--- config.mk ---
export PLATFORM = sky130hd
export DESIGN_NAME = ram8_16
export DESIGN_NICKNAME = d
export VERILOG_FILES = /design/src/rtl/ram8_16.sv
export SDC_FILE = /design/constraint.sdc
export NUM_CORES = 1
export LEC_CHECK = 0
export ABC_CLOCK_PERIOD_IN_PS = 3400
export BUFFER_PORTS_ARGS = -buffer_cell sky130_fd_sc_hd__buf_2
export CORE_MARGIN = 10
export CORE_UTILIZATION = 45
export DETAILED_ROUTE_END_ITERATION = 7
export PLACE_DENSITY = 0.66
export SLEW_MARGIN = 20
export SYNTH_ARGS = -nofsm -noshare
export SYNTH_HDL_FRONTEND = slang
export SYNTH_SLANG_ARGS = --single-unit
--- constraint.sdc ---
create_clock -name clk -period 3.4 [get_ports clk]
set_input_delay 0.34 -clock clk [delete_from_list [all_inputs] [get_ports clk]]
set_output_delay 0.34 -clock clk [all_outputs]
set_load 0.1 [all_outputs]
--- src/rtl/ram8_16.sv ---
// ram8_16: eight 16-bit registers with a combinational mux8way16 read path
// and a hardware bulk-clear sweep.
//
// Request/status protocol: clear is a one-cycle request. It is taken on a
// rising clk edge only while busy=0, and busy goes high on the next cycle.
// While busy=1 both load and clear are dropped, not queued. A caller that
// wants its write to land must wait until it sees busy=0.

// 8-way 16-bit multiplexer: out = the input picked by sel (a when sel=0, h when sel=7).
module mux8way16 (
  input  logic [15:0] a,
  input  logic [15:0] b,
  input  logic [15:0] c,
  input  logic [15:0] d,
  input  logic [15:0] e,
  input  logic [15:0] f,
  input  logic [15:0] g,
  input  logic [15:0] h,
  input  logic [2:0]  sel,
  output logic [15:0] out
);

  // Pure combinational select, no storage.
  always_comb begin
    out = a;
    case (sel)
      3'd0: out = a;
      3'd1: out = b;
      3'd2: out = c;
      3'd3: out = d;
      3'd4: out = e;
      3'd5: out = f;
      3'd6: out = g;
      3'd7: out = h;
      default: out = a;
    endcase
  end

endmodule

module ram8_16 #(
  // The read mux is fixed at 16 bits, so 16 is the only working width.
  parameter int unsigned             WIDTH       = 16,
  parameter logic [WIDTH-1:0] CLEAR_VALUE = 16'h0000
) (
  input  logic             clk,
  input  logic             rst_n,
  input  logic [WIDTH-1:0] in,
  input  logic             load,
  input  logic [2:0]       address,
  input  logic             clear,
  output logic [WIDTH-1:0] out,
  output logic             busy,
  output logic             dbg_state
);

  typedef enum logic [0:0] {
    IDLE  = 1'b0,
    SWEEP = 1'b1
  } state_t;

  state_t           state_q, state_d;
  logic [2:0]       cnt_q, cnt_d;
  logic [WIDTH-1:0] words_q [8];

  // A single write port is shared by normal writes and by the sweep.
  logic             wr_en;
  logic [2:0]       wr_addr;
  logic [WIDTH-1:0] wr_data;

  // Next-state logic and selection of the write port source.
  always_comb begin
    state_d = state_q;
    cnt_d   = cnt_q;
    wr_en   = 1'b0;
    wr_addr = address;
    wr_data = in;
    if (state_q == IDLE) begin
      // A load taken on the same edge as clear still happens. The sweep
      // overwrites it later.
      wr_en = load;
      if (clear) begin
        state_d = SWEEP;
        cnt_d   = 3'd0;
      end
    end else begin
      // During the sweep, load and clear are ignored. One word is cleared per edge.
      wr_en   = 1'b1;
      wr_addr = cnt_q;
      wr_data = CLEAR_VALUE;
      cnt_d   = cnt_q + 3'd1;
      if (cnt_q == 3'd7) begin
        state_d = IDLE;
      end
    end
  end

  // FSM state and sweep counter. Reset returns to IDLE, and the sweep does not resume.
  always_ff @(posedge clk or negedge rst_n) begin
    if (!rst_n) begin
      state_q <= IDLE;
      cnt_q   <= 3'd0;
    end else begin
      state_q <= state_d;
      cnt_q   <= cnt_d;
    end
  end

  // Word storage. Reset loads every word at once, with no clock needed.
  always_ff @(posedge clk or negedge rst_n) begin
    if (!rst_n) begin
      for (int i = 0; i < 8; i++) begin
        words_q[i] <= CLEAR_VALUE;
      end
    end else if (wr_en) begin
      words_q[wr_addr] <= wr_data;
    end
  end

  // The read path is not registered. out follows an address change in the same cycle.
  mux8way16 u_mux (
    .a   (words_q[0]),
    .b   (words_q[1]),
    .c   (words_q[2]),
    .d   (words_q[3]),
    .e   (words_q[4]),
    .f   (words_q[5]),
    .g   (words_q[6]),
    .h   (words_q[7]),
    .sel (address),
    .out (out)
  );

  assign busy      = (state_q == SWEEP);
  assign dbg_state = state_q;

endmodule

==> impl_metrics.ini, run 1 <==
[synthesis]
synth-warning-count = 0
mappedNetlistArea_um2 = 5983
synth_nets = 633
yosys.cell_count.top_type = sky130_fd_sc_hd__dfrtp_1
synth_largest_type_area_fraction = 0.5521
synthDominantAreaCellType = sky130_fd_sc_hd__dfrtp_1
synth_seq_area_share = 0.5521
yosys.area_share.simple = 0.1345
post_synth_mux_area_share = 0.09870
synth-compound-area-share = 0.1667
largest_family_of_logic_cells_by_synthesized_area = compound AO/OA/AOI/OAI gates
netlist-cell-type-count = 32
synth_area_per_cell_um2 = 9.841
netlist_top_cells_area = sky130_fd_sc_hd__dfrtp_1, sky130_fd_sc_hd__mux2i_1, sky130_fd_sc_hd__o21ai_0
dominantRegCellSynth = sky130_fd_sc_hd__dfrtp_1
post_synth_inst_count = 608
post_synth_fa_ha_maj_area_fraction = 0.004182
post_synth_edffs = 0
synth_async_sr_flop_share = 1.000
synth_common_cells = sky130_fd_sc_hd__dfrtp_1, sky130_fd_sc_hd__nand2_1, sky130_fd_sc_hd__o21ai_0, sky130_fd_sc_hd__mux2i_1, sky130_fd_sc_hd__clkbuf_1
synthXorXnorAreaFrac = 0
post_synthesis_sequential_element_count = 132

[cells_and_area]
num-nets-final = 660
fillers = 1202
antenna-diode-count = 0
areaGrowthSynthToFinish_pct = 15.73
drive_gt1_frac = 0.1376

[placement]
io_buffers = 40
place_congestion = 0.8080
final_hpwl_dp_mm = 9.621

[critical_path]
critical_path_buf_inv_count = 2
worst_setup_path_start_kind = input pin
cp.arrival_ns = 2.52
critical_path_required_ns = 3.06
critical_path.most_common_cell = sky130_fd_sc_hd__buf_2
criticalPathCategory = input pin to primary output
critical-path-top-delay-family = buffers and inverters
critical_path.max_fanout = 30
critical_path.slowest_cell = sky130_fd_sc_hd__nand2_1
cp_cell_instances = buf_2, nand2_1, nor2_1, a22oi_1, a31oi_1, buf_2
cpPeakStageDelay_ns = 0.54
timing.critical_path.to_type = primary output

[clocking]
clk-insertion-delay-late_ns = 0.40
ctsLongestPathBuffers = 2
cts.reportedPaths.clkPinSlew_ns = 0.06
tritoncts.num_buffers = 17
ctsRootBufferMaster = sky130_fd_sc_hd__clkbuf_16
cts_tree = built
clock_tree.htree_level_count = 4
cts_repair_resize_count = 0
post-cts-setup-buffer-count = 0
hold_buffers = 0
count_of_clock_tree_sinks = 132

[routing]
finalWirelength_mm = 14.72
drtPass1Iterations = 5
antenna_violating_nets_post_route = 0
detail_route.drc_violations = 0
drt_first_iter_violations = 356
wire_per_inst_um = 17.89
via_count = 4494
detail_route.vias_per_cell = 5.461

[timing]
worst_slew_margin_rel = 0.3242
setup_repair_after_global_routing_missed_its_margin = no
final.setup.tns_ns = 0
maxClockFrequency_mhz = 349.7
layout_worst_path_cycle_share = 0.8411
finalMaxSlewViolations = 0
setup-violations-final = 0
tightest_slew_ns = 1.014
whs_ns = -0.02106
fin_worst_skew_ns = 0.006729
period_needed_ns = 2.860
report.final.hold_viol_count = 41

[die]
top_level_ports = 41
initial_core_util = 0.4554
die_area_um2 = 18310
core.rowCount = 42
die_w_um = 135.3
core_region_area_um2 = 13140
die_h_um = 135.3

[grt]
globalRouteTotalUtil = 0.1666
initial_antenna_violation_count = 0
wire_length_of_the_first_global_routing_pass_mm = 24.39
first_global_vias = 4572
gr-total-overflow = 0
pin_count_of_the_biggest_net_entering_global_routing = 80

[status]
status = finished with violations
failed_checks = negative hold slack

[worst_hold_path]
worstHoldPathType = input pin to asynchronous set/reset pin

[power_and_ir_drop]
report.power.total_mw = 6.435
p_leak_nw = 3.220
ir_worst_vdd_v = 0.0004107
powerDensity_nw_per_um2 = 929.4

[flow_run]
cap_violations = 0
==> layout by cell type (no fill, tap or decap), drive strengths merged <==
| cell | n |
|---|---|
| and3 | 1 |
| or3 | 1 |
| nand3b | 1 |
| clkinv | 5 |
| a31oi | 2 |
| bufinv | 1 |
| clkinvlp | 2 |
| nand2 | 119 |
| mux2i | 59 |
| buf | 52 |
| nor2b | 1 |
| or2 | 1 |
| nor3b | 5 |
| a221oi | 1 |
| o21ai | 115 |
| a211oi | 13 |
| and2 | 1 |
| o22ai | 20 |
| inv | 16 |
| dfrtp | 132 |
| and3b | 4 |
| ha | 2 |
| nand3 | 2 |
| a21o | 2 |
| a21oi | 2 |
| o22a | 14 |
| nor2 | 22 |
| nand2b | 23 |
| a22oi | 4 |
| clkbuf | 23 |
| nor3 | 1 |
==> cell type report <==
cell class,instances,area (um2),area share
Tap cell,176,220.2,0.03180
Inverter,16,60.06,0.008674
Sequential cell,132,3303,0.4771
Clock inverter,8,77.57,0.01120
Timing Repair Buffer,52,324.1,0.04680
Clock buffer,23,478.0,0.06903
Multi-Input combinational cell,416,2461,0.3554
==> worst reg2reg max path, cell delays in order, from the launching register on <==
cell	delay [ns]
sky130_fd_sc_hd__dfrtp_1	1.01
sky130_fd_sc_hd__and3b_1	0.34
sky130_fd_sc_hd__o22ai_2	0.63
sky130_fd_sc_hd__buf_4	0.34
sky130_fd_sc_hd__o21ai_0	0.12
==> per-layer routing <==
layer	share of wire	routed length [um]	vias up	track usage
met5	0	0	-	0
met4	0.014	200	0	0.05383
met3	0.046	676	19	0.03116
met2	0.49	7252	126	0.2802
met1	0.45	6594	2198	0.2116
li1	-	-	2151	-
==> cells by family after synthesis <==
group | Yosys count
simple gates | 182
compound gates | 173
flops | 132
buf+inv | 60
mux | 59
fa+ha+maj | 2
==> worst paths after layout <==
path                                              start                      end  slack, ns  cells after the start
worst max-delay path                         address[1]                   out[6]       0.54                      6
worst min-delay path                              rst_n           busy$_DFF_PN0_      -0.02                      1
worst max register to register           busy$_DFF_PN0_  words_q[65]$_DFFE_PN0P_       0.82                      4
worst min register to register  words_q[64]$_DFFE_PN0P_  words_q[64]$_DFFE_PN0P_       0.48                      2
max in group asynchronous                         rst_n  words_q[53]$_DFFE_PN0P_       2.67                      2
min in group clk                                  clear     cnt_q[2]$_DFFE_PN0P_       0.18                      2
==> metrics by stage <==
stage | hold slack [ns] | cell area (um2) | worst slack [ns] | util | std cells
finish | -0.02106 | 6924 | 0.5404 | 0.5270 | 823
global route | 0.03104 | 6924 | 0.4554 | 0.5270 | 823
CTS | 0.1475 | 6920 | 0.5680 | 0.5268 | 823
detailed placement | 0.4690 | 6365 | 0.5999 | 0.4845 | 792
global placement | 0.4575 | 6365 | 0.6971 | 0.4845 | 792
floorplan | 0.04441 | 5983 | 0.3230 | - | 608
==> state kept, by name (all words and copies together), names as in the netlist <==
signal,count
busy,1
cnt_q,3
words_q,128
==> where the power goes <==
group / switching [mW] / internal, mW / total [mW]
logic: 1.53 / 0.633 / 2.17
clock network: 0.646 / 1.06 / 1.70
registers: 0.379 / 2.19 / 2.56
Note: power is estimated with default switching activity, not from simulation.
==> run 2, diff against run 1 <==
--- a/config.mk
+++ b/config.mk
@@ -5,12 +5,13 @@
 export SDC_FILE = /design/constraint.sdc
 export NUM_CORES = 1
 export LEC_CHECK = 0
-export ABC_CLOCK_PERIOD_IN_PS = 3400
+export ABC_AREA = 1
+export ABC_CLOCK_PERIOD_IN_PS = 2400
 export BUFFER_PORTS_ARGS = -buffer_cell sky130_fd_sc_hd__buf_2
 export CORE_MARGIN = 10
 export CORE_UTILIZATION = 45
 export DETAILED_ROUTE_END_ITERATION = 7
-export PLACE_DENSITY = 0.66
+export PLACE_DENSITY = 0.68
 export SLEW_MARGIN = 20
 export SYNTH_ARGS = -nofsm -noshare
 export SYNTH_HDL_FRONTEND = slang
==> constraint.sdc (replaced) <==
create_clock -name clk -period 2.4 [get_ports clk]
set_input_delay 0.24 -clock clk [delete_from_list [all_inputs] [get_ports clk]]
set_output_delay 0.24 -clock clk [all_outputs]
set_load 0.1 [all_outputs]
==> impl_metrics.ini, run 2 <==
[clocking]
count_of_clock_tree_sinks = 132
clk-insertion-delay-late_ns = 0.43
ctsRootBufferMaster = sky130_fd_sc_hd__clkbuf_16
clock_tree.htree_level_count = 4
ctsLongestPathBuffers = 2
tritoncts.num_buffers = 17
cts_tree = built
cts.reportedPaths.clkPinSlew_ns = 0.06

[routing]
detail_route.vias_per_cell = 5.669
finalWirelength_mm = 20.75
drt_first_iter_violations = 951
wire_per_inst_um = 18.30
via_count = 6429
antenna_violating_nets_post_route = 0
drtPass1Iterations = 5
detail_route.drc_violations = 0

[timing]
layout_worst_path_cycle_share = 0.8946
setup_repair_after_global_routing_missed_its_margin = no
report.final.hold_viol_count = 0
period_needed_ns = 2.147
fin_worst_skew_ns = 0.01008
finalMaxSlewViolations = 0
tightest_slew_ns = 0.9766
setup-violations-final = 0
worst_slew_margin_rel = 0.3482
final.setup.tns_ns = 0
maxClockFrequency_mhz = 465.7

[synthesis]
yosys.cell_count.top_type = sky130_fd_sc_hd__nand2_1
yosys.area_share.simple = 0.4290
synth_common_cells = sky130_fd_sc_hd__nand2_1, sky130_fd_sc_hd__nand3_1, sky130_fd_sc_hd__dfrtp_1, sky130_fd_sc_hd__nand4_1, sky130_fd_sc_hd__nor2_1
synthXorXnorAreaFrac = 0
post_synth_inst_count = 905
synth_area_per_cell_um2 = 7.521
synth-warning-count = 0
synth_largest_type_area_fraction = 0.4853
post_synthesis_sequential_element_count = 132
synth-compound-area-share = 0.006801
post_synth_mux_area_share = 0
synth_nets = 930
dominantRegCellSynth = sky130_fd_sc_hd__dfrtp_1
mappedNetlistArea_um2 = 6807
post_synth_fa_ha_maj_area_fraction = 0.003676
netlist_top_cells_area = sky130_fd_sc_hd__dfrtp_1, sky130_fd_sc_hd__nand2_1, sky130_fd_sc_hd__nand3_1
netlist-cell-type-count = 21
synthDominantAreaCellType = sky130_fd_sc_hd__dfrtp_1
synth_async_sr_flop_share = 1.000
largest_family_of_logic_cells_by_synthesized_area = simple AND/OR/NAND/NOR gates
post_synth_edffs = 0
synth_seq_area_share = 0.4853

[grt]
first_global_vias = 6171
wire_length_of_the_first_global_routing_pass_mm = 33.53
globalRouteTotalUtil = 0.2087
pin_count_of_the_biggest_net_entering_global_routing = 60
initial_antenna_violation_count = 0
gr-total-overflow = 0

[flow_run]
cap_violations = 0

[die]
die_area_um2 = 20440
die_h_um = 143.0
core_region_area_um2 = 14700
initial_core_util = 0.4631
core.rowCount = 44
die_w_um = 143.0
top_level_ports = 41

[placement]
place_congestion = 0.8726
final_hpwl_dp_mm = 13.12
io_buffers = 40
dpl_cell_area_um2 = 7187

[critical_path]
timing.critical_path.to_type = flip-flop
criticalPathCategory = flip-flop to flip-flop
critical_path.slowest_cell = sky130_fd_sc_hd__dfrtp_1
cp.arrival_ns = 2.47
cp_cell_instances = buf_4, nand2_1, nand2_2, nand2_2, inv_4, nand2_2, nand2_1, nand2_1
cpPeakStageDelay_ns = 0.53
critical_path.max_fanout = 24
critical_path_required_ns = 2.72
worst_setup_path_start_kind = flip-flop

[status]
status = complete, no violations

[cells_and_area]
largest_register_ff_count = 128
num-nets-final = 962
areaGrowthSynthToFinish_pct = 15.07
regMostFlops = words_q
commonest_non_fill_non_tap_cells_in_the_layout = sky130_fd_sc_hd__nand2_1, sky130_fd_sc_hd__nand3_1, sky130_fd_sc_hd__dfrtp_1
antenna-diode-count = 0
drive_gt1_frac = 0.1432
mostFrequentLayoutCell = sky130_fd_sc_hd__nand2_1
stdcell_area_um2 = 7833

[worst_hold_path]
worstHoldPathType = input pin to flip-flop

[power_and_ir_drop]
powerDensity_nw_per_um2 = 1425
ir_worst_vdd_v = 0.0007298
p_leak_nw = 4.338
[run 2: metal layers]
layer | vias up | wire length, um | global-route usage
li1 | 3018 | - | -
met4 | 0 | 511 | 0.08360
met3 | 42 | 1556 | 0.03350
met5 | - | 0 | 0
met1 | 3075 | 8897 | 0.2791
met2 | 294 | 9782 | 0.3310
[run 2: layout make-up]
cell class,count,area (um2)
fillers,1409,6867
flip-flops and latches,132,3303
multi-input cells,666,3003
repair buffers,78,506.7
clock buffers,17,425.4
well taps,184,230.2
clock inverters,15,203.9
inverters,42,160.2
[run 2: cells by family after synthesis]
logic type,Yosys count
and+or+nand+nor,656
DFF,132
buffers and inverters,108
AOI/OAI and AO/OA,7
adders and majority gates,2
[run 2: stage by stage]
step	util	hold WS, ns	power [mW]	std cells	setup slack, ns
global placement	0.4889	0.2540	8.174	1100	0.2856
finish	0.5329	0.08913	11.16	1134	0.2529
detailed placement	0.4889	0.2468	8.235	1100	0.2235
global route	0.5329	0.1330	11.77	1134	0.07015
floorplan	-	-0.05559	7.055	905	0.3458
CTS	0.5324	0.08791	11.02	1133	0.1981
[run 2: timing repair]
item	CTS	global route
setup endpoints to repair	0	16
gates resized for setup	0	0
hold endpoints to repair	55	0
hold buffers	1	0
setup buffers	0	0
[run 2: worst paths after layout]
kind | depth (start not counted) | start | to | slack (ns)
worst max-delay path | 8 | busy$_DFF_PN0_ | words_q[17]$_DFFE_PN0P_ | 0.25
max in group asynchronous | 3 | rst_n | words_q[59]$_DFFE_PN0P_ | 1.28
min in group asynchronous | 2 | rst_n | cnt_q[0]$_DFFE_PN0P_ | 0.34
worst max register to register | 8 | busy$_DFF_PN0_ | words_q[17]$_DFFE_PN0P_ | 0.25
worst min-delay path | 3 | clear | busy$_DFF_PN0_ | 0.09
worst min register to register | 2 | words_q[31]$_DFFE_PN0P_ | words_q[31]$_DFFE_PN0P_ | 0.47
[run 2: critical path, delay by kind of cell, from the launching register on]
kind                   cells  cell delay, ns
flip-flops                 1            0.53
AND/OR/NAND/NOR            6            0.91
buffers and inverters      2            0.58
[run 2: power by group]
part           internal [mW]  switching, mW
sequential              3.02          0.461
combinational           1.05           3.85
clock                   1.75           1.04
total                   5.81           5.35
